## config.mk

```make
export PLATFORM = sky130hd
export DESIGN_NAME = sid_bus_ctrl_flat
export DESIGN_NICKNAME = d
export VERILOG_FILES = /design/src/rtl/sid_bus_ctrl_pkg.sv /design/src/rtl/sid_bus_ctrl_if.sv /design/src/rtl/sid_bus_ctrl_decay.sv /design/src/rtl/sid_bus_ctrl.sv /design/src/flat_wrapper.sv
export SDC_FILE = /design/constraint.sdc
export NUM_CORES = 1
export LEC_CHECK = 0
export ABC_AREA = 1
export CORE_UTILIZATION = 30
export DETAILED_ROUTE_END_ITERATION = 12
export PLACE_DENSITY = 0.54
export SYNTH_ARGS = -nofsm -noshare
export SYNTH_HDL_FRONTEND = slang
export SYNTH_HIERARCHICAL = 1
export SYNTH_SLANG_ARGS = --single-unit
```

## constraint.sdc

```tcl
create_clock -name clk -period 5.65 [get_ports clk]
set_clock_uncertainty 0.15 [all_clocks]
set_input_delay 0.565 -clock clk [delete_from_list [all_inputs] [get_ports clk]]
set_output_delay 0.565 -clock clk [all_outputs]
set_load 0.005 [all_outputs]
```

## src/rtl/sid_bus_ctrl_pkg.sv

```systemverilog
// sid_bus_ctrl shared types: FSM states, chip select, register map.
// Helpers for select decode, one-hot chip strobes, readable-register test.
package sid_bus_ctrl_pkg;

  typedef enum logic [2:0] {
    SYNC,
    LOW,
    HIGH,
    READ,
    HOLD
  } bus_ctrl_state_t;

  typedef enum logic [1:0] {
    NONE,
    CHIP0,
    CHIP1
  } chip_sel_t;

  localparam logic [4:0] REG_POTX = 5'h19;
  localparam logic [4:0] REG_POTY = 5'h1A;
  localparam logic [4:0] REG_OSC3 = 5'h1B;
  localparam logic [4:0] REG_ENV3 = 5'h1C;

  // /CS wins over /IO1 when both are low
  function automatic chip_sel_t decode_sel(
    input logic [1:0] cs_n
  );
    chip_sel_t s;
    if (!cs_n[0])      s = CHIP0;
    else if (!cs_n[1]) s = CHIP1;
    else               s = NONE;
    return s;
  endfunction

  function automatic logic [1:0] chip_oh(
    input chip_sel_t s
  );
    logic [1:0] oh;
    unique case (s)
      CHIP0:   oh = 2'b01;
      CHIP1:   oh = 2'b10;
      default: oh = 2'b00;
    endcase
    return oh;
  endfunction

  function automatic logic is_readable(
    input logic [4:0] a
  );
    return (a >= REG_POTX) && (a <= REG_ENV3);
  endfunction

endpackage

```

## src/rtl/sid_bus_ctrl_if.sv

```systemverilog
// Pad-side bus bundle for sid_bus_ctrl.
// master: pads + cores drive inputs; slave: the controller.
interface sid_bus_ctrl_if;
  logic        phi2;
  logic        r_w_n;
  logic [1:0]  cs_n;
  logic [4:0]  addr;
  logic [7:0]  data_i;
  logic [1:0]  we;
  logic [4:0]  wr_addr;
  logic [7:0]  wr_data;
  logic [1:0]  rd_req;
  logic [4:0]  rd_addr;
  logic [15:0] rd_data;
  logic [7:0]  data_o;
  logic        drive;

  modport master (
    output phi2, r_w_n, cs_n, addr,
    output data_i, rd_data,
    input  we, wr_addr, wr_data,
    input  rd_req, rd_addr,
    input  data_o, drive
  );

  modport slave (
    input  phi2, r_w_n, cs_n, addr,
    input  data_i, rd_data,
    output we, wr_addr, wr_data,
    output rd_req, rd_addr,
    output data_o, drive
  );
endinterface

```

## src/rtl/sid_bus_ctrl_decay.sv

```systemverilog
// Per-chip decaying data-bus latch: value + TTL in phi2 cycles.
// Ports: clk, rst, load/load_data (reload), tick (valid phi2 fall), value.
module sid_bus_decay #(
  parameter int DECAY_CYCLES = 8192
) (
  input  logic       clk,
  input  logic       rst,
  input  logic       load,
  input  logic [7:0] load_data,
  input  logic       tick,
  output logic [7:0] value
);
  localparam int TW = $clog2(DECAY_CYCLES + 1);
  localparam logic [TW-1:0] TTL_INIT = TW'(DECAY_CYCLES);

  logic [TW-1:0] ttl;

  // load beats tick; value clears on the tick that empties the TTL
  always_ff @(posedge clk or posedge rst) begin
    if (rst) begin
      ttl   <= '0;
      value <= '0;
    end else if (load) begin
      ttl   <= TTL_INIT;
      value <= load_data;
    end else if (tick && ttl != '0) begin
      ttl <= ttl - 1'b1;
      if (ttl == TW'(1)) value <= '0;
    end
  end
endmodule

```

## src/rtl/sid_bus_ctrl.sv

```systemverilog
// SID bus sequencer: phi2 phase FSM, write strobes, read scheduling.
// Ports: clk, rst, bus (slave modport of sid_bus_ctrl_if).
module sid_bus_ctrl
  import sid_bus_ctrl_pkg::*;
#(
  parameter int DECAY_CYCLES = 8192,
  parameter int MIN_HIGH     = 4,
  parameter int RD_LAT       = 1
) (
  input logic           clk,
  input logic           rst,
  sid_bus_ctrl_if.slave bus
);
  localparam int HW = $clog2(MIN_HIGH + 1);
  localparam int LW = $clog2(RD_LAT + 1);
  localparam logic [HW-1:0] H_MAX = HW'(MIN_HIGH);
  localparam logic [LW-1:0] L_MAX = LW'(RD_LAT);

  bus_ctrl_state_t state;
  logic            phi2_q;
  logic [HW-1:0]   hcnt;
  logic [LW-1:0]   lcnt;
  chip_sel_t       rsel;
  logic [1:0]      we_q;
  logic [1:0]      rd_req_q;
  logic [4:0]      wr_addr_q;
  logic [4:0]      rd_addr_q;
  logic [7:0]      wr_data_q;
  logic [7:0]      data_o_q;
  logic            drive_q;

  chip_sel_t       sel;
  logic            rise;
  logic            fall_ok;
  logic            wr_go;
  logic            rd_done;
  logic [HW-1:0]   hcnt_nx;
  logic [7:0]      rd_byte;
  logic [7:0]      bus_byte;
  logic [1:0]      load;
  logic [7:0]      load_data;
  logic [7:0]      val [2];

  always_comb begin
    sel      = decode_sel(bus.cs_n);
    rise     = bus.phi2 && !phi2_q;
    hcnt_nx  = (hcnt == H_MAX) ? hcnt : hcnt + 1'b1;
    fall_ok  = (state == HIGH || state == HOLD)
            && !bus.phi2 && (hcnt >= H_MAX);
    wr_go    = fall_ok && !bus.r_w_n && (sel != NONE);
    rd_done  = (state == READ) && (lcnt == L_MAX);
    rd_byte  = (rsel == CHIP1) ? bus.rd_data[15:8]
                               : bus.rd_data[7:0];
    bus_byte = (rsel == CHIP1) ? val[1] : val[0];
    load      = '0;
    load_data = bus.data_i;
    if (wr_go) begin
      load = chip_oh(sel);
    end else if (rd_done && is_readable(rd_addr_q)) begin
      load      = chip_oh(rsel);
      load_data = rd_byte;
    end
  end

  sid_bus_decay #(.DECAY_CYCLES(DECAY_CYCLES)) u_decay0 (
    .clk       (clk),
    .rst       (rst),
    .load      (load[0]),
    .load_data (load_data),
    .tick      (fall_ok),
    .value     (val[0])
  );

  sid_bus_decay #(.DECAY_CYCLES(DECAY_CYCLES)) u_decay1 (
    .clk       (clk),
    .rst       (rst),
    .load      (load[1]),
    .load_data (load_data),
    .tick      (fall_ok),
    .value     (val[1])
  );

  always_ff @(posedge clk or posedge rst) begin
    if (rst) begin
      state     <= SYNC;
      phi2_q    <= 1'b0;
      hcnt      <= '0;
      lcnt      <= '0;
      rsel      <= NONE;
      we_q      <= '0;
      rd_req_q  <= '0;
      wr_addr_q <= '0;
      rd_addr_q <= '0;
      wr_data_q <= '0;
      data_o_q  <= '0;
      drive_q   <= 1'b0;
    end else begin
      phi2_q   <= bus.phi2;
      we_q     <= '0;
      rd_req_q <= '0;
      unique case (state)
        SYNC: begin
          if (!bus.phi2) state <= LOW;
        end
        LOW: begin
          if (rise) begin
            hcnt <= '0;
            if (bus.r_w_n && sel != NONE) begin
              state     <= READ;
              rsel      <= sel;
              rd_addr_q <= bus.addr;
              rd_req_q  <= chip_oh(sel);
              lcnt      <= '0;
            end else begin
              state <= HIGH;
            end
          end
        end
        READ: begin
          hcnt <= hcnt_nx;
          if (rd_done) begin
            data_o_q <= is_readable(rd_addr_q) ? rd_byte
                                               : bus_byte;
            drive_q  <= 1'b1;
            state    <= HOLD;
          end else begin
            lcnt <= lcnt + 1'b1;
          end
        end
        HIGH, HOLD: begin
          if (bus.phi2) begin
            hcnt <= hcnt_nx;
          end else begin
            // short high phase is a glitch: drop it silently
            drive_q <= 1'b0;
            state   <= LOW;
            if (wr_go) begin
              we_q      <= chip_oh(sel);
              wr_addr_q <= bus.addr;
              wr_data_q <= bus.data_i;
            end
          end
        end
        default: state <= SYNC;
      endcase
    end
  end

  assign bus.we      = we_q;
  assign bus.wr_addr = wr_addr_q;
  assign bus.wr_data = wr_data_q;
  assign bus.rd_req  = rd_req_q;
  assign bus.rd_addr = rd_addr_q;
  assign bus.data_o  = data_o_q;
  assign bus.drive   = drive_q;
endmodule

```

## src/flat_wrapper.sv

```systemverilog
// flat-port wrapper written by rule: the top's interface ports become plain ports
module sid_bus_ctrl_flat import sid_bus_ctrl_pkg::*;
#(
  parameter int DECAY_CYCLES = 8192,
  parameter int MIN_HIGH     = 4,
  parameter int RD_LAT       = 1
)
  (clk, rst, bus_phi2, bus_r_w_n, bus_cs_n, bus_addr, bus_data_i, bus_rd_data, bus_we, bus_wr_addr, bus_wr_data, bus_rd_req, bus_rd_addr, bus_data_o, bus_drive);
  sid_bus_ctrl_if bus_i ();
  input logic clk;
  input logic rst;
  input wire logic [$bits(bus_i.phi2)-1:0] bus_phi2;
  input wire logic [$bits(bus_i.r_w_n)-1:0] bus_r_w_n;
  input wire logic [$bits(bus_i.cs_n)-1:0] bus_cs_n;
  input wire logic [$bits(bus_i.addr)-1:0] bus_addr;
  input wire logic [$bits(bus_i.data_i)-1:0] bus_data_i;
  input wire logic [$bits(bus_i.rd_data)-1:0] bus_rd_data;
  output wire logic [$bits(bus_i.we)-1:0] bus_we;
  output wire logic [$bits(bus_i.wr_addr)-1:0] bus_wr_addr;
  output wire logic [$bits(bus_i.wr_data)-1:0] bus_wr_data;
  output wire logic [$bits(bus_i.rd_req)-1:0] bus_rd_req;
  output wire logic [$bits(bus_i.rd_addr)-1:0] bus_rd_addr;
  output wire logic [$bits(bus_i.data_o)-1:0] bus_data_o;
  output wire logic [$bits(bus_i.drive)-1:0] bus_drive;
  assign bus_i.phi2 = bus_phi2;
  assign bus_i.r_w_n = bus_r_w_n;
  assign bus_i.cs_n = bus_cs_n;
  assign bus_i.addr = bus_addr;
  assign bus_i.data_i = bus_data_i;
  assign bus_i.rd_data = bus_rd_data;
  assign bus_we = bus_i.we;
  assign bus_wr_addr = bus_i.wr_addr;
  assign bus_wr_data = bus_i.wr_data;
  assign bus_rd_req = bus_i.rd_req;
  assign bus_rd_addr = bus_i.rd_addr;
  assign bus_data_o = bus_i.data_o;
  assign bus_drive = bus_i.drive;
  sid_bus_ctrl #(.DECAY_CYCLES(DECAY_CYCLES), .MIN_HIGH(MIN_HIGH), .RD_LAT(RD_LAT)) u_core (.clk(clk), .rst(rst), .bus(bus_i));
endmodule
```

Word level (Yosys, flattened, before mapping) --
Cells that the tools add are included.
Storage, ports and cells: register bits after elaboration 85, output and inout port bits 31
Operators by class: add/subtract/negate cells 4, $lt $le $gt $ge 3, equal/unequal tests 18, muxes and demuxes 43, bitwise gates (word level) 1, reductions and logical operators 37
Operator list (number):
- two-way mux 8 bit | 11
- two-way mux 14 bit | 4
- equality test 14 x 1 -> 1 bit, second input constant | 2
- nonzero test 14 bit | 2
- subtractor 14 x 1 -> 14 bit, second input constant | 2
- two-way mux 2 bit | 10
- two-way mux 3 bit | 6
- case mux 3 bit (3 select lines) | 2
- AND reduction 3 bit | 5
- nonzero test 2 bit | 7
- logical AND 1 bit | 11
- != test 2 bit, second input constant | 4
- case mux 2 bit (2 select lines) | 2
- equality test 3 x 2 -> 1 bit, second input constant | 2
- equality test 3 bit, second input constant | 2
- two-way mux 1 bit | 6
- != test 2 x 1 -> 1 bit, second input constant | 3
- AND reduction 2 bit | 3
- >= comparator 5 bit, second input constant | 1
- less-or-equal comparator 5 bit, second input constant | 1
- equality test 2 x 1 -> 1 bit, second input constant | 2
- equality test 2 bit, second input constant | 2
- case mux 1 bit (2 select lines) | 2
- AND reduction 4 bit | 1
- other kinds (11) | 13

Logic depth before layout (Yosys ltp) --
depth after elaboration 9, gate-level depth with buffers 13, mapped depth without buffers 12

Modules after synthesis --
The synthesis kept the hierarchy.
Modules (own cells, without submodules):
- sid_bus_decay | instances 2, cells each 172, area an instance 1249.9 µm², sequential area each 550.5 µm²
- sid_bus_ctrl | instances 1, cells each 306, area an instance 2392.3 µm², sequential area each 1026.0 µm²

Worst setup path after synthesis --
OpenSTA, ideal clock, no wires.
path kind input to register, start point input port bus_phi2, end point register u_core.u_decay0.value[0], library setup time 0.118 ns, arrival 1.713 ns, required time 5.382 ns, slack 3.669 ns, cell stages on the path 10, buffers on the path 2, cells stage by stage inv_1 nand2_1 nor2_2 nand3_2 buf_6 o21ai_2 inv_2 clkbuf_1 nand3_1 nand2_1
On the way: longest elaborated chain between the ends 8
RTL lines:
- start: declaration | RTL line flat_wrapper.sv:12 | input wire logic [$bits(bus_i.phi2)-1:0] bus_phi2;
- zero test 1 bit * | RTL line sid_bus_ctrl.sv:49 | && !bus.phi2 && (hcnt >= H_MAX);
- logical AND 1 bit * (2 in series) | RTL line sid_bus_ctrl.sv:49
- logical AND 1 bit * (2 in series) | RTL line sid_bus_ctrl.sv:50 | wr_go = fall_ok && !bus.r_w_n && (sel != NONE);
- two-way mux 2 bit * | RTL line sid_bus_ctrl.sv:57 | if (wr_go) begin
- net u_core.load[0] | RTL line sid_bus_ctrl.sv:40 | logic [1:0] load;
- nonzero test 2 bit (no line)
- AND reduction 2 bit (no line)
- end signal: assignment | RTL line sid_bus_ctrl_decay.sv:25 | value <= load_data;
- end: declaration | RTL line sid_bus_ctrl_decay.sv:11 | output logic [7:0] value
Mark *: on every way through the listed nets, which the timed path passes. The rest lies on a longest branch. A chain may end at the register's enable or synchronous reset.

Worst setup path in the final report --
start point input port bus_cs_n[0], end point register u_core.u_decay0.ttl[7]
On the way: longest elaborated chain between the ends 5
RTL lines:
- start: declaration | RTL line flat_wrapper.sv:14 | input wire logic [$bits(bus_i.cs_n)-1:0] bus_cs_n;
- two-way mux 2 bit * | RTL line sid_bus_ctrl_pkg.sv:29 | if (!cs_n[0]) s = CHIP0;
- equality test 2 bit (tied with other cells) | RTL line sid_bus_ctrl_pkg.sv:39 | unique case (s)
- case mux 2 bit (2 select lines) / logical AND 1 bit (equally long branches) | RTL line sid_bus_ctrl_pkg.sv:39, sid_bus_ctrl.sv:50
- two-way mux 2 bit * | RTL line sid_bus_ctrl.sv:57
- net u_core.load[0] | RTL line sid_bus_ctrl.sv:40
- two-way mux 14 bit / nonzero test 2 bit (equally long branches)
- end signal: assignment | RTL line sid_bus_ctrl_decay.sv:27 | ttl <= ttl - 1'b1;
- end: declaration | RTL line sid_bus_ctrl_decay.sv:16 | logic [TW-1:0] ttl;
Marked as above.

==> flow_metrics.tcl <==
set metrics [dict create \
    powerDensity_nw_per_um2 504 \
    dpl_worst_slack_ps 1840 \
    drcViolationCount 0 \
    layout-drive-gt1-share_pct 11.7 \
    io_buffer_count 65 \
    synth.distinct_cells 32 \
    yosysMostFrequentCell "nand2_1" \
    antenna_found_initial 0 \
    synthFlopType "dfrtp_1" \
    cts_resized 0 \
    detail_route.first_pass.iterations 4 \
    via_count 4213 \
    cts_tree "yes" \
    finalMaxSlewViolations 0 \
    cts_htree_levels 3 \
    synthTopCellsByCount "nand2_1 (217), dfrtp_1 (85), inv_1 (73), nor2_1 (72), nand3_1 (58)" \
    vias_per_cell 4.51 \
    dieHeight_um 130 \
    syn_area_per_cell_um2 7.53 \
    cap_violations 0 \
    critPathBufInv 3 \
    dieArea_um2 16800 \
    setup_viol 0 \
    startpoint_type "primary input" \
    nets 754 \
    ant_nets 0 \
    grt_usage_pct 15.5 \
    setup_slack_ps 2180 \
    synth_edf_count 0 \
    cts-root-buf "clkbuf_16" \
    clk_pin_slew_worst_paths_ps 60 \
    clk_path_buf_depth 2 \
    routed_wl_mm 12.0 \
    rsz0062_at_grt "false" \
    hold_path_depth 2 \
    cp_slowest_cell "o21ai_2" \
    power.leakage_nw 3.14 \
    diodes 0 \
    synthesis.area_um2 4890 \
    cts.sinks 85 \
    cts_setup_buffers 0 \
    first_global_vias 4072 \
    clock_latency_ps 350 \
    grt-ovfl-total 0 \
    grt_start_max_net_pins 42 \
    finalHoldViolCount 0 \
    synth-seq-area-share_pct 43.5 \
    path_depth 9 \
    slew_headroom_pct 41.1 \
    critPathKind "primary input to flop" \
    numCtsBuffers 9 \
    die-width_um 130 \
    synth_area_leader_cell "dfrtp_1" \
    cpMostUsedCell "nand2_1" \
    fin_crit_sh_pct 61.4 \
    routedWlPerCell_um 12.8 \
    gp_congestion 0.831 \
    grt_pass1_wl_mm 20.3 \
    cp_cell_sequence "clkdlybuf4s50_1 -> a21oi_1 -> nand3_2 -> o21ai_2 -> inv_2 -> nand2_4 -> clkinv_4 -> nand2_1 -> nand2_1" \
    ctsHoldBuffers 0 \
    initial_core_util_pct 30.8 \
    status "complete, no violations" \
    cp_top_family "compound AO/OA/AOI/OAI gates" \
    synthToLayoutAreaGrowth_pct 23.8 \
    dp_hpwl_mm 8.99 \
    worst_path_largest_cell_delay_ps 820 \
    cp.arrival_ps 3550 \
    synth_top_area_share_pct 43.5 \
    rows 46 \
    synth-seq-cells 85 \
    synth_cells 650 \
    synth.area.top_cells "dfrtp_1 (43%), nand2_1 (17%), nand3_1 (5.9%), inv_1 (5.6%), nor2_1 (5.5%)" \
    reg2regPathDepth 10 \
    ys_warn_count 6 \
    hold_class "flop to flop" \
    core_um2 15900 \
    fmax_mhz 288 \
    cp-end-kind "flop" \
    synthesis.nets 691 \
    crit_path_max_fanout 30 \
    io_pins 66 \
    report.power.total_mw 3.05 \
    worst_slew_pin_slew_ps 882 \
    tns_ps 0 \
    drt_iter0_markers 198 \
    ir_worst_vdd_uv 195 \
    crit_required_ps 5740 \
    synth-async-reset-ratio_pct 100 \
    layout_min_cycle_time_ps 3470 \
]
-- cell families (layout without fill, tap and decap cells) --
logic type               after synthesis  in the layout  share of synthesized area (%)
buffers and inverters                100            168                           9.05
AO/OA/AOI/OAI                         52             52                           7.29
XOR/XNOR                              11             11                           1.97
AND/OR/NAND/NOR                      396            396                           36.7
adder cells (fa/ha/maj)                6              6                           1.53
flip-flops                            85             85                           43.5
-- cell usage in the layout (no fill, tap or decap), types with 7 or more instances in the layout --
| cell | count |
|---|---|
| nand4_1 | 9 |
| nand3_1 | 58 |
| nor2_1 | 72 |
| dfrtp_1 | 85 |
| o21ai_2 | 23 |
| nand2_2 | 7 |
| xor2_1 | 10 |
| clkbuf_16 | 9 |
| inv_1 | 73 |
| inv_2 | 7 |
| nand3b_1 | 7 |
| o21ai_1 | 7 |
| o21ai_0 | 14 |
| nand2_1 | 217 |
| nand2_4 | 7 |
| clkdlybuf4s50_1 | 65 |
-- worst min-delay path, stage by stage, from the launching register on --
cell and delay (ps):
dfrtp_1 340, nand2_1 50, nand2_1 50
-- flip-flops by register name, indices dropped and copies added, names as in the netlist, 5 cells and up --
signal	cells
u_core/u_decay0/value	8
u_core/bus.wr_addr	5
u_core/bus.data_o	8
u_core/bus.rd_addr	5
u_core/u_decay0/ttl	14
u_core/u_decay1/ttl	14
u_core/u_decay1/value	8
u_core/bus.wr_data	8
-- final timing paths --
kind / startpoint / end / slack (ps)
hold reg to reg: u_core/bus.data_o[1]$_DFFE_PP0P_ / u_core/bus.data_o[1]$_DFFE_PP0P_ / 330
setup reg to reg: u_core/state[1]$_DFFE_PP0P_ / u_core/u_decay0/ttl[7]$_DFFE_PP0P_ / 2400
min in group asynchronous: rst / u_core/bus.wr_data[4]$_DFFE_PP0P_ / 620
setup / recovery: bus_cs_n[0] / u_core/u_decay0/ttl[7]$_DFFE_PP0P_ / 2180
hold / removal: u_core/bus.data_o[1]$_DFFE_PP0P_ / u_core/bus.data_o[1]$_DFFE_PP0P_ / 330
max in group asynchronous: rst / u_core/u_decay1/ttl[13]$_DFFE_PP0P_ / 4120
-- area by class of cell --
| class | instances | area [um^2] |
|---|---|---|
| Clock buffer | 9 | 225 |
| Clock inverter | 7 | 114 |
| Fill cell | 1664 | 9830 |
| Inverter | 85 | 334 |
| Multi-Input combinational cell | 465 | 2320 |
| Sequential cell | 85 | 2130 |
| Tap cell | 216 | 270 |
| Timing Repair Buffer | 67 | 666 |
-- report_power, final --
group | switching [mW] | total (mW) | internal, mW
registers | 0.166 | 0.954 | 0.788
logic | 0.876 | 1.42 | 0.546
clock network | 0.246 | 0.677 | 0.430
-- layer usage --
layer,global-route usage [%],share of wire (%),vias up
met5,0,0,-
met3,3.44,4.0,13
met1,21.9,49,1971
met4,5.13,1.4,0
met2,23.4,46,73
li1,-,-,2156
-- metrics by stage --
step,instances,utilization (%),area [um^2],hold slack [ps]
after global routing,934,38.1,6060,361
after floorplan,650,-,4890,313
after detailed placement,918,36.0,5720,316
after CTS,934,38.1,6060,333
final,934,38.1,6060,331
after global placement,918,36.0,5720,315
Power figures use the tool's default switching activity.
